$ cat src/rtl/fg_pkg.sv
// Shared types and constants for the DDS sample-rate scheduler.
package fg_pkg;

    localparam int unsigned MODE_W    = 3;
    localparam int unsigned NUM_MODES = 5;
    localparam int unsigned DIV_W     = 15;
    localparam int unsigned OVR_W     = 8;

    typedef logic [MODE_W-1:0] mode_t;

    localparam mode_t MODE_MAX = 3'd4;

    localparam logic [NUM_MODES-1:0][DIV_W-1:0] DIV_TABLE =
        {15'd10000, 15'd1000, 15'd100, 15'd10, 15'd0};

    localparam logic [OVR_W-1:0] OVR_MAX = 8'd255;

    typedef enum logic {
        IDLE = 1'b0,
        REQ  = 1'b1
    } state_t;

    // Divisor for a mode; out-of-range codes fall back to the fastest rate.
    function automatic logic [DIV_W-1:0] div_of(input mode_t m);
        case (m)
            3'd1:    return DIV_TABLE[1];
            3'd2:    return DIV_TABLE[2];
            3'd3:    return DIV_TABLE[3];
            3'd4:    return DIV_TABLE[4];
            default: return DIV_TABLE[0];
        endcase
    endfunction

endpackage

$ cat src/rtl/fg_sample_scheduler_if.sv
// Sample request/acknowledge channel between the scheduler and the DAC datapath.
interface fg_sample_scheduler_if;
    import fg_pkg::*;

    logic             Sample_req;
    logic             Dac_ack;
    logic             Overrun;
    logic [OVR_W-1:0] Ovr_count;

    modport master (
        output Sample_req,
        output Overrun,
        output Ovr_count,
        input  Dac_ack
    );

    modport slave (
        input  Sample_req,
        input  Overrun,
        input  Ovr_count,
        output Dac_ack
    );

endinterface

$ cat src/rtl/fg_btn_debounce.sv
// Mode button conditioning: 2-flop synchronizer, optional debounce filter
// (FG_SCHED_DEBOUNCE_EN), and a one-cycle rising-edge pulse.
module fg_btn_debounce #(
    parameter int unsigned DEB_CYCLES = 16
) (
    input  logic Fg_clk,
    input  logic Resetn,
    input  logic btn,
    output logic rise_c
);

    if (DEB_CYCLES < 2) begin : g_deb_check
        $error("DEB_CYCLES must be at least 2");
    end

    logic sync1;
    logic sync2;
    logic level;
    logic level_q;

    always_ff @(posedge Fg_clk or negedge Resetn) begin
        if (!Resetn) begin
            sync1 <= 1'b0;
            sync2 <= 1'b0;
        end else begin
            sync1 <= btn;
            sync2 <= sync1;
        end
    end

`ifdef FG_SCHED_DEBOUNCE_EN
    localparam int unsigned DEB_W = $clog2(DEB_CYCLES);

    logic [DEB_W-1:0] deb_cnt;
    logic             deb_level;

    // Accept a new level only after DEB_CYCLES consecutive disagreeing samples.
    always_ff @(posedge Fg_clk or negedge Resetn) begin
        if (!Resetn) begin
            deb_cnt   <= '0;
            deb_level <= 1'b0;
        end else if (sync2 == deb_level) begin
            deb_cnt <= '0;
        end else if (deb_cnt == DEB_W'(DEB_CYCLES - 1)) begin
            deb_cnt   <= '0;
            deb_level <= sync2;
        end else begin
            deb_cnt <= deb_cnt + 1'b1;
        end
    end

    assign level = deb_level;
`else
    assign level = sync2;
`endif

    always_ff @(posedge Fg_clk or negedge Resetn) begin
        if (!Resetn) begin
            level_q <= 1'b0;
        end else begin
            level_q <= level;
        end
    end

    assign rise_c = level & ~level_q;

endmodule

$ cat src/rtl/fg_sample_scheduler.sv
// Sample-rate scheduler: startup delay, button-driven mode select, period
// ticking and req/ack handshake with overrun tracking. Debounce via FG_SCHED_DEBOUNCE_EN.
module fg_sample_scheduler
    import fg_pkg::*;
#(
    parameter int unsigned STARTUP_CYCLES = 79,
    parameter int unsigned DEB_CYCLES     = 16,
    parameter int unsigned CNT_W          = 15
) (
    input  logic                  Fg_clk,
    input  logic                  Resetn,
    input  logic                  IntBtn,
    fg_sample_scheduler_if.master dac,
    output logic                  Ready,
    output mode_t                 Mode
);

    localparam int unsigned ST_W = $clog2(STARTUP_CYCLES + 1);

    logic [ST_W-1:0]  st_cnt;
    logic [CNT_W-1:0] per_cnt;
    logic [CNT_W-1:0] div_c;
    logic             rise_c;
    logic             tick_c;
    logic             ovr_set_c;
    state_t           state;
    state_t           state_nxt;

    fg_btn_debounce #(
        .DEB_CYCLES(DEB_CYCLES)
    ) u_btn (
        .Fg_clk (Fg_clk),
        .Resetn (Resetn),
        .btn    (IntBtn),
        .rise_c (rise_c)
    );

    // Startup delay; Ready is sticky until the next reset.
    always_ff @(posedge Fg_clk or negedge Resetn) begin
        if (!Resetn) begin
            st_cnt <= '0;
            Ready  <= 1'b0;
        end else if (!Ready) begin
            st_cnt <= st_cnt + 1'b1;
            if (st_cnt == ST_W'(STARTUP_CYCLES - 1)) begin
                Ready <= 1'b1;
            end
        end
    end

    always_ff @(posedge Fg_clk or negedge Resetn) begin
        if (!Resetn) begin
            Mode <= '0;
        end else if (rise_c) begin
            Mode <= (Mode == MODE_MAX) ? '0 : Mode + 1'b1;
        end
    end

    assign div_c  = CNT_W'(div_of(Mode));
    // A mode change restarts the period and suppresses the tick on that edge.
    assign tick_c = Ready & (per_cnt == div_c) & ~rise_c;

    always_ff @(posedge Fg_clk or negedge Resetn) begin
        if (!Resetn) begin
            per_cnt <= '0;
        end else if (!Ready || rise_c || tick_c) begin
            per_cnt <= '0;
        end else begin
            per_cnt <= per_cnt + 1'b1;
        end
    end

    always_ff @(posedge Fg_clk or negedge Resetn) begin
        if (!Resetn) begin
            state <= IDLE;
        end else begin
            state <= state_nxt;
        end
    end

    always_comb begin
        state_nxt = state;
        case (state)
            IDLE:    if (tick_c) state_nxt = REQ;
            REQ:     if (dac.Dac_ack && !tick_c) state_nxt = IDLE;
            default: state_nxt = IDLE;
        endcase
    end

    // A tick that finds the previous request unacknowledged is an overrun.
    always_comb begin
        ovr_set_c = 1'b0;
        if (state == REQ && !dac.Dac_ack && tick_c) begin
            ovr_set_c = 1'b1;
        end
    end

    always_ff @(posedge Fg_clk or negedge Resetn) begin
        if (!Resetn) begin
            dac.Overrun   <= 1'b0;
            dac.Ovr_count <= '0;
        end else begin
            dac.Overrun <= ovr_set_c;
            if (ovr_set_c && dac.Ovr_count != OVR_MAX) begin
                dac.Ovr_count <= dac.Ovr_count + 1'b1;
            end
        end
    end

    assign dac.Sample_req = (state == REQ);

endmodule

$ cat src/flat_wrapper.sv
// flat-port wrapper written by rule: the top's interface ports become plain ports
module fg_sample_scheduler_flat import fg_pkg::*;
#(
    parameter int unsigned STARTUP_CYCLES = 79,
    parameter int unsigned DEB_CYCLES     = 16,
    parameter int unsigned CNT_W          = 15
)
  (Fg_clk, Resetn, IntBtn, Ready, Mode, dac_Sample_req, dac_Overrun, dac_Ovr_count, dac_Dac_ack);
  fg_sample_scheduler_if dac_i ();
  input  logic Fg_clk;
  input  logic Resetn;
  input  logic IntBtn;
  output logic Ready;
  output mode_t Mode;
  output wire logic [$bits(dac_i.Sample_req)-1:0] dac_Sample_req;
  output wire logic [$bits(dac_i.Overrun)-1:0] dac_Overrun;
  output wire logic [$bits(dac_i.Ovr_count)-1:0] dac_Ovr_count;
  input wire logic [$bits(dac_i.Dac_ack)-1:0] dac_Dac_ack;
  assign dac_Sample_req = dac_i.Sample_req;
  assign dac_Overrun = dac_i.Overrun;
  assign dac_Ovr_count = dac_i.Ovr_count;
  assign dac_i.Dac_ack = dac_Dac_ack;
  fg_sample_scheduler #(.STARTUP_CYCLES(STARTUP_CYCLES), .DEB_CYCLES(DEB_CYCLES), .CNT_W(CNT_W)) u_core (.Fg_clk(Fg_clk), .Resetn(Resetn), .IntBtn(IntBtn), .dac(dac_i), .Ready(Ready), .Mode(Mode));
endmodule
$ cat config.mk
export PLATFORM = sky130hd
export DESIGN_NAME = fg_sample_scheduler_flat
export DESIGN_NICKNAME = d
export VERILOG_FILES = /design/src/rtl/fg_pkg.sv /design/src/rtl/fg_sample_scheduler_if.sv /design/src/rtl/fg_btn_debounce.sv /design/src/rtl/fg_sample_scheduler.sv /design/src/flat_wrapper.sv
export SDC_FILE = /design/constraint.sdc
export NUM_CORES = 1
export LEC_CHECK = 0
export CORE_MARGIN = 2
export CORE_UTILIZATION = 31
export CTS_CLUSTER_DIAMETER = 150
export DETAILED_ROUTE_END_ITERATION = 8
export HOLD_SLACK_MARGIN = 0.03
export SYNTH_ARGS = -nofsm -noshare
export SYNTH_HDL_FRONTEND = slang
export SYNTH_HIERARCHICAL = 1
export SYNTH_SLANG_ARGS = --single-unit
$ cat constraint.sdc
create_clock -name Fg_clk -period 3.5 [get_ports Fg_clk]
set_clock_uncertainty 0.15 [all_clocks]
set_input_delay 0.7 -clock Fg_clk [delete_from_list [all_inputs] [get_ports Fg_clk]]
set_output_delay 0.7 -clock Fg_clk [all_outputs]
set_load 0.05 [all_outputs]
# ---- Word-level counts from Yosys, hierarchy flattened
# Cells that the tools add are included.
dict set report word_totals {
  reg_bits 39
  in_bits 4
  out_inout_bits 14
  wordCells 45
}
dict set report classes {
  n_addsub 4
  eq_ne 7
  mux 9
  bitwise_logic 6
  reduce_logical 9
}
# operator n
set op_table {}
lappend op_table {{$pmux W14 S4} 1}
lappend op_table {{$add A15 B1 Y15 const B} 1}
lappend op_table {{$eq A15 B14 Y1} 1}
lappend op_table {{$mux W15} 1}
lappend op_table {{$add A8 B1 Y8 const B} 1}
lappend op_table {{$ne A8 B8 Y1 const B} 1}
lappend op_table {{$add A7 B1 Y7 const B} 1}
lappend op_table {{$eq A7 B7 Y1 const B} 1}
lappend op_table {{$eq A3 B2 Y1 const B} 2}
lappend op_table {{$mux W1} 5}
lappend op_table {{$logic_and A1 B1 Y1} 4}
lappend op_table {{$add A3 B1 Y3 const B} 1}
lappend op_table {{$and A1 B1 Y1} 3}
lappend op_table {{$eq A3 B1 Y1 const B} 1}
lappend op_table {{$eq A3 B3 Y1 const B} 1}
lappend op_table {{$logic_not A1 Y1} 3}
lappend op_table {{$mux W3} 1}
lappend op_table {{$not A1 Y1} 3}
lappend op_table {{$logic_or A1 B1 Y1} 2}
lappend op_table {{$pmux W1 S2} 1}

# ---- Depth between registers and ports, before layout
# Gate-level depths: netlist of the first run.
dict set report depth {
  ltp_word 9
  ltp_mapped 9
  mapped_depth_nobuf 8
}

# ---- Modules after synthesis
# The synthesis of the first run kept the hierarchy.
# mod instances cells_each area_per_inst_um2 seq_area_each_um2
set by_module_without_submodules {}
lappend by_module_without_submodules {fg_sample_scheduler 1 181 1884.3 900.9}
lappend by_module_without_submodules {fg_btn_debounce 1 4 88.8 75.1}

# ---- Worst setup path after synthesis of the first run
# Ideal clock, no wire load.
dict set report synth_path {
  path_type {reg2reg}
  from {reg u_core.Mode[0]}
  to {reg u_core.dac.Ovr_count[7]}
  setup_ns 0.082
  arrival_ns 2.625
  required_ns 3.268
  path_slack_ns 0.643
  stages_incl_launch_ff 10
  n_path_buf 1
  synth_period_minus_slack_ns 2.857
  path_cell_list {dfrtp_1 > inv_1 > ha_1 > and2_4 > buf_6 > a2111o_1 > a211oi_2 > nand4_4 > nor4_4 > xor2_1}
}
dict set report synth_via {
  elab_chain_cells 8
  elab_cells_between_ends 11
  classes_between {5 x eq/ne; 2 x mux; 2 x bitwise; 2 x reduce/logical}
}
# item line
set synth_lines {}
lappend synth_lines {{from (decl)} fg_sample_scheduler.sv:15} ;# output mode_t Mode
lappend synth_lines {{from (signal assigned)} fg_sample_scheduler.sv:55} ;# Mode <= (Mode == MODE_MAX) ? '0 : Mode + 1'b1;
lappend synth_lines {{$eq A3 B3 Y1, or another cell as far along} fg_pkg.sv:25} ;# case (m)
lappend synth_lines {{$pmux W14 S4 *} fg_pkg.sv:25}
lappend synth_lines {{$eq A15 B14 Y1 *} fg_sample_scheduler.sv:61} ;# assign tick_c = Ready & (per_cnt == div_c) & ~rise_c;
lappend synth_lines {{$and A1 B1 Y1 * (2 in a row)} fg_sample_scheduler.sv:61}
lappend synth_lines {{$logic_and A1 B1 Y1 *} fg_sample_scheduler.sv:93} ;# if (state == REQ && !dac.Dac_ack && tick_c) begin
lappend synth_lines {{$mux W1 *} fg_sample_scheduler.sv:93}
lappend synth_lines {{$logic_and A1 B1 Y1 *} fg_sample_scheduler.sv:104} ;# if (ovr_set_c && dac.Ovr_count != OVR_MAX) begin
lappend synth_lines {{to (signal assigned)} fg_sample_scheduler.sv:105} ;# dac.Ovr_count <= dac.Ovr_count + 1'b1;
lappend synth_lines {{to (decl)} fg_sample_scheduler_if.sv:13} ;# output Ovr_count,
# Every way passes the cells marked *; elsewhere a longest branch is shown, timed or not.
# A chain may end at the register's enable or synchronous reset.

# ---- Final worst setup path of the first run
# Same ends and word-level chain as after synthesis.

==> results of run 1 <==
## final cells by class
class / instances / area share (%)
clock buffers: 6 / 3.546
clock inverters: 2 / 1.666
inverters: 8 / 1.290
multi-input cells: 133 / 40.35
flip-flops and latches: 39 / 41.91
well taps: 77 / 4.138
repair buffers: 17 / 7.093
## layer usage
metal / wire length, um / GRT usage (%) / vias up
li1: - / - / 678
met1: 1829 / 15.26 / 646
met2: 1547 / 16.07 / 25
met3: 125 / 2.770 / 5
met4: 47 / 4.399 / 0
met5: 0 / 0 / -
## worst max-delay path by stage
stage,cells past startpoint,slack (ps),end
2_1_floorplan,9,640,u_core/dac.Ovr_count[7]
3_3_place_gp,7,820,u_core/dac.Ovr_count[7]
3_5_place_dp,7,800,u_core/dac.Ovr_count[7]
4_1_cts,7,770,u_core/dac.Ovr_count[7]
5_1_grt,7,610,u_core/dac.Ovr_count[5]
6_report,7,800,u_core/dac.Ovr_count[7]
## report_power, final
part           switching, mW  internal, mW
Combinational          0.136        0.0824
Clock                  0.159         0.234
Sequential            0.0219         0.465
Total                  0.316         0.782
## metrics by stage
step	area [um^2]	setup slack (ps)	std cells	util, %	hold WS, ps
after floorplan	1973	643.4	185	-	181.2
after global placement	2207	824.4	274	35.36	187.0
after detailed placement	2207	795.7	274	35.36	201.7
after CTS	2328	774.9	282	37.31	219.8
after global routing	2328	608.2	282	37.31	220.1
final	2328	796.4	282	37.31	214.3
## layout by cell type, fill, tap and decap left out, drive strengths merged, types with 2 or more instances in the layout
master          n
nand3          11
nor3           15
xor2           17
nand4           3
nor2           13
and4            2
clkdlybuf4s50  16
nand2b          5
nand3b          2
ha              9
a21oi           3
nor2b           2
o22ai           2
o21ai           3
nand2          15
clkbuf          6
or2             2
dfrtp          39
inv             9
nor4            2
or4             2
xnor2          11
## worst register-to-register path, stage by stage (launching register included)
cell      delay [ps]
dfrtp_1          460
ha_1             230
ha_1             250
or4_1            530
a221oi_2         330
nand4_4          220
nor4_4           310
xor2_1           160
## registers in the layout (all words and copies together), names as in the netlist
register	count
u_core/per_cnt	15
u_core/dac.Sample_req	1
u_core/u_btn/level	1
u_core/dac.Overrun	1
u_core/dac.Ovr_count	8
u_core/Ready	1
u_core/u_btn/sync1	1
u_core/st_cnt	7
u_core/Mode	3
u_core/u_btn/level_q	1
## cell usage after synthesis, types with 3 or more instances
cell	number
nand3_1	11
nand2_1	15
ha_1	9
xor2_1	17
nor3_1	15
a21oi_1	3
dfrtp_1	39
nand2b_1	5
o21ai_0	3
inv_1	8
nor2_1	13
clkbuf_1	3
xnor2_1	11
## logic make-up after synthesis
group	Yosys count
compound gates	16
flops	39
fa+ha+maj	9
xor+xnor	28
buf+inv	13
mux	1
simple gates	79
==> metrics.csv, run 1 <==
stage,metric,value,unit
status,run_status,finished clean,
setup_path,reg2reg_to,u_core/dac.Ovr_count[7],
clocking,cts_tree,built,
route,drtIter0Drc,50,
synthesis,syn_area,1973,um^2
route,drc,0,
layout,seq_area,975.9,um^2
timing,fin_setup_tns,0,ps
clocking,cts_max_level,2,
placed_design,gp_congestion,0.7581,
route,antenna_left,0,
clocking,cts_buffer_depth,2,
power,p_leak,1.005,nW
route,first_pass_iters,4,
clocking,root_buffer,clkbuf_8,
timing,setup-violations-final,0,
synthesis,synth_compound_area_share,6.214,%
grt,grt_max_degree,40,
route,vias,1354,
synthesis,synth-edff-count,0,
synthesis,synth_top_cell_by_area,dfrtp_1,
synthesis,ys_seq_area_share,49.46,%
grt,antenna_found_initial,0,
setup_path,reg2reg_slack,800,ps
timing,drv_slew,0,
clocking,cts_resized,0,
die,die_x,83.78,um
setup_path,worstPathArrival,2770,ps
power,totalPowerFinal,1.098,mW
synthesis,synthesis.instances,185,
die,io_pins,18,
timing,rsz0062_at_grt,no,
grt,overflow,0,
die,core,6241,um^2
layout,multi_input_area,939.7,um^2
synthesis,synth-seq-cells,39,
setup_path,critPathLaunchType,flop,
timing,slew_headroom,42.14,%
setup_path,crit_top_cell,ha_1,
clocking,cts_hold_buf,0,
setup_path,slowest_delay,530,ps
synthesis,synth_top_cells_by_area,"dfrtp_1 (49%), xor2_1 (7.5%), ha_1 (5.7%)",
placed_design,dpl.hpwl,2.527,mm
route,wl,3.549,mm
synthesis,synth_cell_types,41,
setup_path,critPathRequiredTime,3570,ps
timing,finalHoldViolCount,0,
synthesis,synth.avg_cell_area,10.67,um^2
clocking,clock_latency,290,ps
clocking,clock_sinks,39,
placed_design,portBuffers,17,
run,maxCapViolations,0,
clocking,cts_setup_buffers,0,
setup_path,critPathSlowestCell,or4_1,
layout,diodes,0,
die,die_h,83.78,um
power,power_density,471.5,nW/um^2
hold_path,holdPathEnd,u_core/u_btn/level,
power,ir_drop,287.7,uV
route,avgRoutedWirePerCell,12.59,um
setup_path,cp_num_buf_inv,0,
timing,fmax,369.9,MHz
setup_path,cp_top_family,simple AND/OR/NAND/NOR gates,
setup_path,worst-setup-path-type,reg -> reg,
setup_path,critPathMaxFanout,8,
synthesis,synth_flop_cell,dfrtp_1,
timing,worstMarginPinSlew,867.9,ps
route,vias_per_cell,4.801,
synthesis,synthAdderAreaFrac,5.707,%
clocking,cts_buffers,5,
die,die_area,7019,um^2
setup_path,crit_path_end_kind,flop,
synthesis,ys_async_sr_fraction,100.0,%
layout,nets,217,
layout,fill_cells,629,
setup_path,timing.critical_path.from,u_core/Mode[0],
setup_path,ff2ff_path_depth,7,
grt,grt_pass1_vias,1317,
hold_path,min_path_cells,0,
setup_path,crit_chain,ha_1 -> ha_1 -> or4_1 -> a221oi_2 -> nand4_4 -> nor4_4 -> xor2_1,
die,start_util,31.62,%
clocking,clk_pin_slew,80,ps
grt,grt_pass1_wl,6.175,mm
layout,area_growth,18.01,%
hold_path,hold_class,reg -> reg,
synthesis,synth_simple_gate_area_share,22.70,%
timing,layout_min_cycle_time,2704,ps
synthesis,synth_xor_area_share,12.43,%
timing,period_share,77.24,%
layout,drive_gt1_share,8.293,%
synthesis,synth_fp_nets,198,
synthesis,synth_top_family_by_area,simple AND/OR/NAND/NOR gates,
synthesis,synth_warnings,6,
die,floorplan.rows,29,
synthesis,muxShareOfSynthArea,0.5707,%
synthesis,synth_top_area_share,49.46,%
setup_path,reg2reg_from,u_core/Mode[0],
grt,grt_usage,10.89,%
hold_path,holdCritStartpoint,u_core/u_btn/sync1,
(Power assumes the default switching activity.)
==> inputs of run 2 (changes only) <==
==> constraint.sdc (replaced) <==
create_clock -name Fg_clk -period 2.32 [get_ports Fg_clk]
set_clock_uncertainty 0.15 [all_clocks]
set_input_delay 0.464 -clock Fg_clk [delete_from_list [all_inputs] [get_ports Fg_clk]]
set_output_delay 0.464 -clock Fg_clk [all_outputs]
set_load 0.05 [all_outputs]
==> metrics.csv, run 2 (synthesis gave the netlist of run 1 again) <==
stage,metric,value,unit,change
placed_design,placed_area,2431,um^2,was 2207 um^2
clocking,root_buffer,clkbuf_8,,unchanged
setup_path,worstPathArrival,2440,ps,was 2770 ps
route,vias_per_cell,4.818,,was 4.801
layout,largest_reg_flops,15,,unchanged
route,avgRoutedWirePerCell,13.32,um,was 12.59 um
setup_path,critPathSlowestCell,dfrtp_2,,was or4_1
timing,period_share,104.1,%,was 77.24%
clocking,cts_max_level,2,,unchanged
setup_path,critPathLaunchType,flop,,unchanged
timing,rsz0062_at_grt,yes,,was no
layout,nets,243,,was 217
die,start_util,31.62,%,unchanged
die,die_area,7019,um^2,unchanged
timing,worstMarginPinSlew,1085,ps,was 867.9 ps
grt,grt_pass1_vias,1513,,was 1317
timing,layout_min_cycle_time,2414,ps,was 2704 ps
setup_path,crit_chain,inv_2 -> buf_6 -> ha_4 -> and2_4 -> a2111o_1 -> a211oi_4 -> nand4_4 -> mux2_4,,was ha_1 -> ha_1 -> or4_1 -> a221oi_2 -> nand4_4 -> nor4_4 -> xor2_1
layout,final_cell_mix,"dfrtp_1 (36), buf_4 (20), xor2_1 (17)",,"was dfrtp_1 (39), xor2_1 (17), clkdlybuf4s50_1 (16)"
route,first_pass_iters,4,,unchanged
grt,grt_pass1_wl,7.127,mm,was 6.175 mm
grt,grt_max_degree,40,,unchanged
route,drtIter0Drc,70,,was 50
clocking,clock_latency,290,ps,about the same
status,violations,negative setup slack,,
die,core,6241,um^2,unchanged
layout,top_regs,"u_core/per_cnt x15, u_core/dac.Ovr_count x8, u_core/st_cnt x7",,unchanged
run,maxCapViolations,0,,unchanged
die,io_pins,18,,unchanged
layout,diodes,0,,unchanged
power,ir_drop,454.4,uV,was 287.7 uV
setup_path,slowest_delay,400,ps,was 530 ps
clocking,cts_buffer_depth,2,,unchanged
power,power_density,677.1,nW/um^2,was 471.5 nW/um^2
grt,grt_usage,12.67,%,was 10.89%
die,die_x,83.78,um,unchanged
timing,finalHoldViolCount,0,,unchanged
grt,antenna_found_initial,0,,unchanged
layout,top_register,u_core/per_cnt,,unchanged
route,wl,4.103,mm,was 3.549 mm
setup_path,crit_path_end_kind,flop,,unchanged
timing,setup-violations-final,21,,was 0
setup_path,worst-setup-path-type,reg -> reg,,unchanged
status,run_status,"finished, violations left",,was finished clean
clocking,cts_buffers,5,,unchanged
setup_path,critPathRequiredTime,2340,ps,was 3570 ps
placed_design,portBuffers,17,,unchanged
timing,slew_headroom,27.64,%,was 42.14%
die,die_h,83.78,um,unchanged
layout,drive_gt1_share,31.17,%,was 8.293%
placed_design,dpl.hpwl,2.777,mm,was 2.527 mm
clocking,cts_hold_buf,0,,unchanged
route,drc,0,,unchanged
layout,layout_commonest_cell,dfrtp_1,,unchanged
clocking,clock_sinks,39,,unchanged
timing,drv_slew,0,,unchanged
route,vias,1484,,was 1354
timing,holdWs,75.31,ps,was 214.3 ps
power,p_leak,1.177,nW,was 1.005 nW
placed_design,gp_congestion,0.7693,,was 0.7581
die,floorplan.rows,29,,unchanged
grt,overflow,0,,unchanged
timing,final.setup.worst_slack,-94.34,ps,was 796.4 ps
route,antenna_left,0,,unchanged
hold_path,hold_class,in -> async,,was reg -> reg
clocking,cts_tree,built,,unchanged
layout,area_growth,40.08,%,was 18.01%
timing,fmax,414.2,MHz,was 369.9 MHz
setup_path,critPathMaxFanout,8,,unchanged
clocking,clk_pin_slew,80,ps,about the same
layout,fin_area,2764,um^2,was 2328 um^2
-- run 2: final timing paths --
check	slack [ps]	startpoint	to	depth (start not counted)
worst max-delay path	-90	u_core/Mode[0]	u_core/dac.Ovr_count[1]	8
worst min-delay path	80	Resetn	u_core/per_cnt[5]	2
worst max register to register	-90	u_core/Mode[0]	u_core/dac.Ovr_count[1]	8
worst min register to register	210	u_core/u_btn/sync1	u_core/u_btn/level	0
max in group asynchronous	1590	Resetn	u_core/Mode[2]	2
min in group Fg_clk	210	u_core/u_btn/sync1	u_core/u_btn/level	0
-- run 2: repair_timing --
item / 4_1_cts / 5_1_grt
gates cloned: 0 / 1
setup buffers: 1 / 2
endpoints found under the setup margin: 22 / 22
pin swaps: 3 / 12
gates resized for setup: 6 / 27
-- run 2: final cells by class --
type | instances | area [um^2]
well taps | 77 | 96.34
clock buffers | 5 | 68.82
fillers | 607 | 3477
clock inverters | 3 | 43.79
repair buffers | 43 | 405.4
multi-input cells | 133 | 1140
inverters | 8 | 30.03
flip-flops and latches | 39 | 979.7
-- run 2: report_power, final --
part	switching [mW]	internal, mW	total (mW)
clock network	0.240	0.320	0.560
logic	0.300	0.282	0.582
registers	0.0240	0.705	0.729
-- run 2: critical path: cells and delay by family (launching register included) --
| kind | cells | cell delay, ps |
|---|---|---|
| AO/OA/AOI/OAI | 2 | 680 |
| adder cells (fa/ha/maj) | 1 | 150 |
| multiplexers | 1 | 350 |
| flip-flops | 1 | 400 |
| AND/OR/NAND/NOR | 2 | 390 |
| buffers and inverters | 2 | 170 |
-- run 2: metrics by stage --
stage	cells	utilization (%)	TNS [ps]	setup WS [ps]	power (mW)
final	308	44.29	-1251	-94.34	1.872
after global routing	308	44.29	-3058	-185.2	1.974
after CTS	305	41.48	-642.3	-96.57	1.858
after floorplan	185	-	-3454	-235.1	1.029
after detailed placement	296	38.95	-1757	-144.8	1.233
after global placement	296	38.95	-1328	-126.9	1.230
-- run 2: metal layers --
| metal | up-vias | global-route usage, % | share of wire (%) |
|---|---|---|---|
| met5 | - | 0 | 0 |
| met4 | 0 | 4.399 | 1.1 |
| met3 | 5 | 2.770 | 2.5 |
| met2 | 16 | 19.93 | 48 |
| met1 | 737 | 17.31 | 48 |
| li1 | 726 | - | - |
==> inputs of run 3 (changes only) <==
--- a/config.mk
+++ b/config.mk
@@ -5,9 +5,11 @@
 export SDC_FILE = /design/constraint.sdc
 export NUM_CORES = 1
 export LEC_CHECK = 0
+export CAP_MARGIN = 15
 export CORE_MARGIN = 2
 export CORE_UTILIZATION = 31
 export CTS_CLUSTER_DIAMETER = 150
+export CTS_CLUSTER_SIZE = 20
 export DETAILED_ROUTE_END_ITERATION = 8
 export HOLD_SLACK_MARGIN = 0.03
 export SYNTH_ARGS = -nofsm -noshare
==> results of run 3 <==
No change in the layout: final DEF, timing and power equal those of run 2.
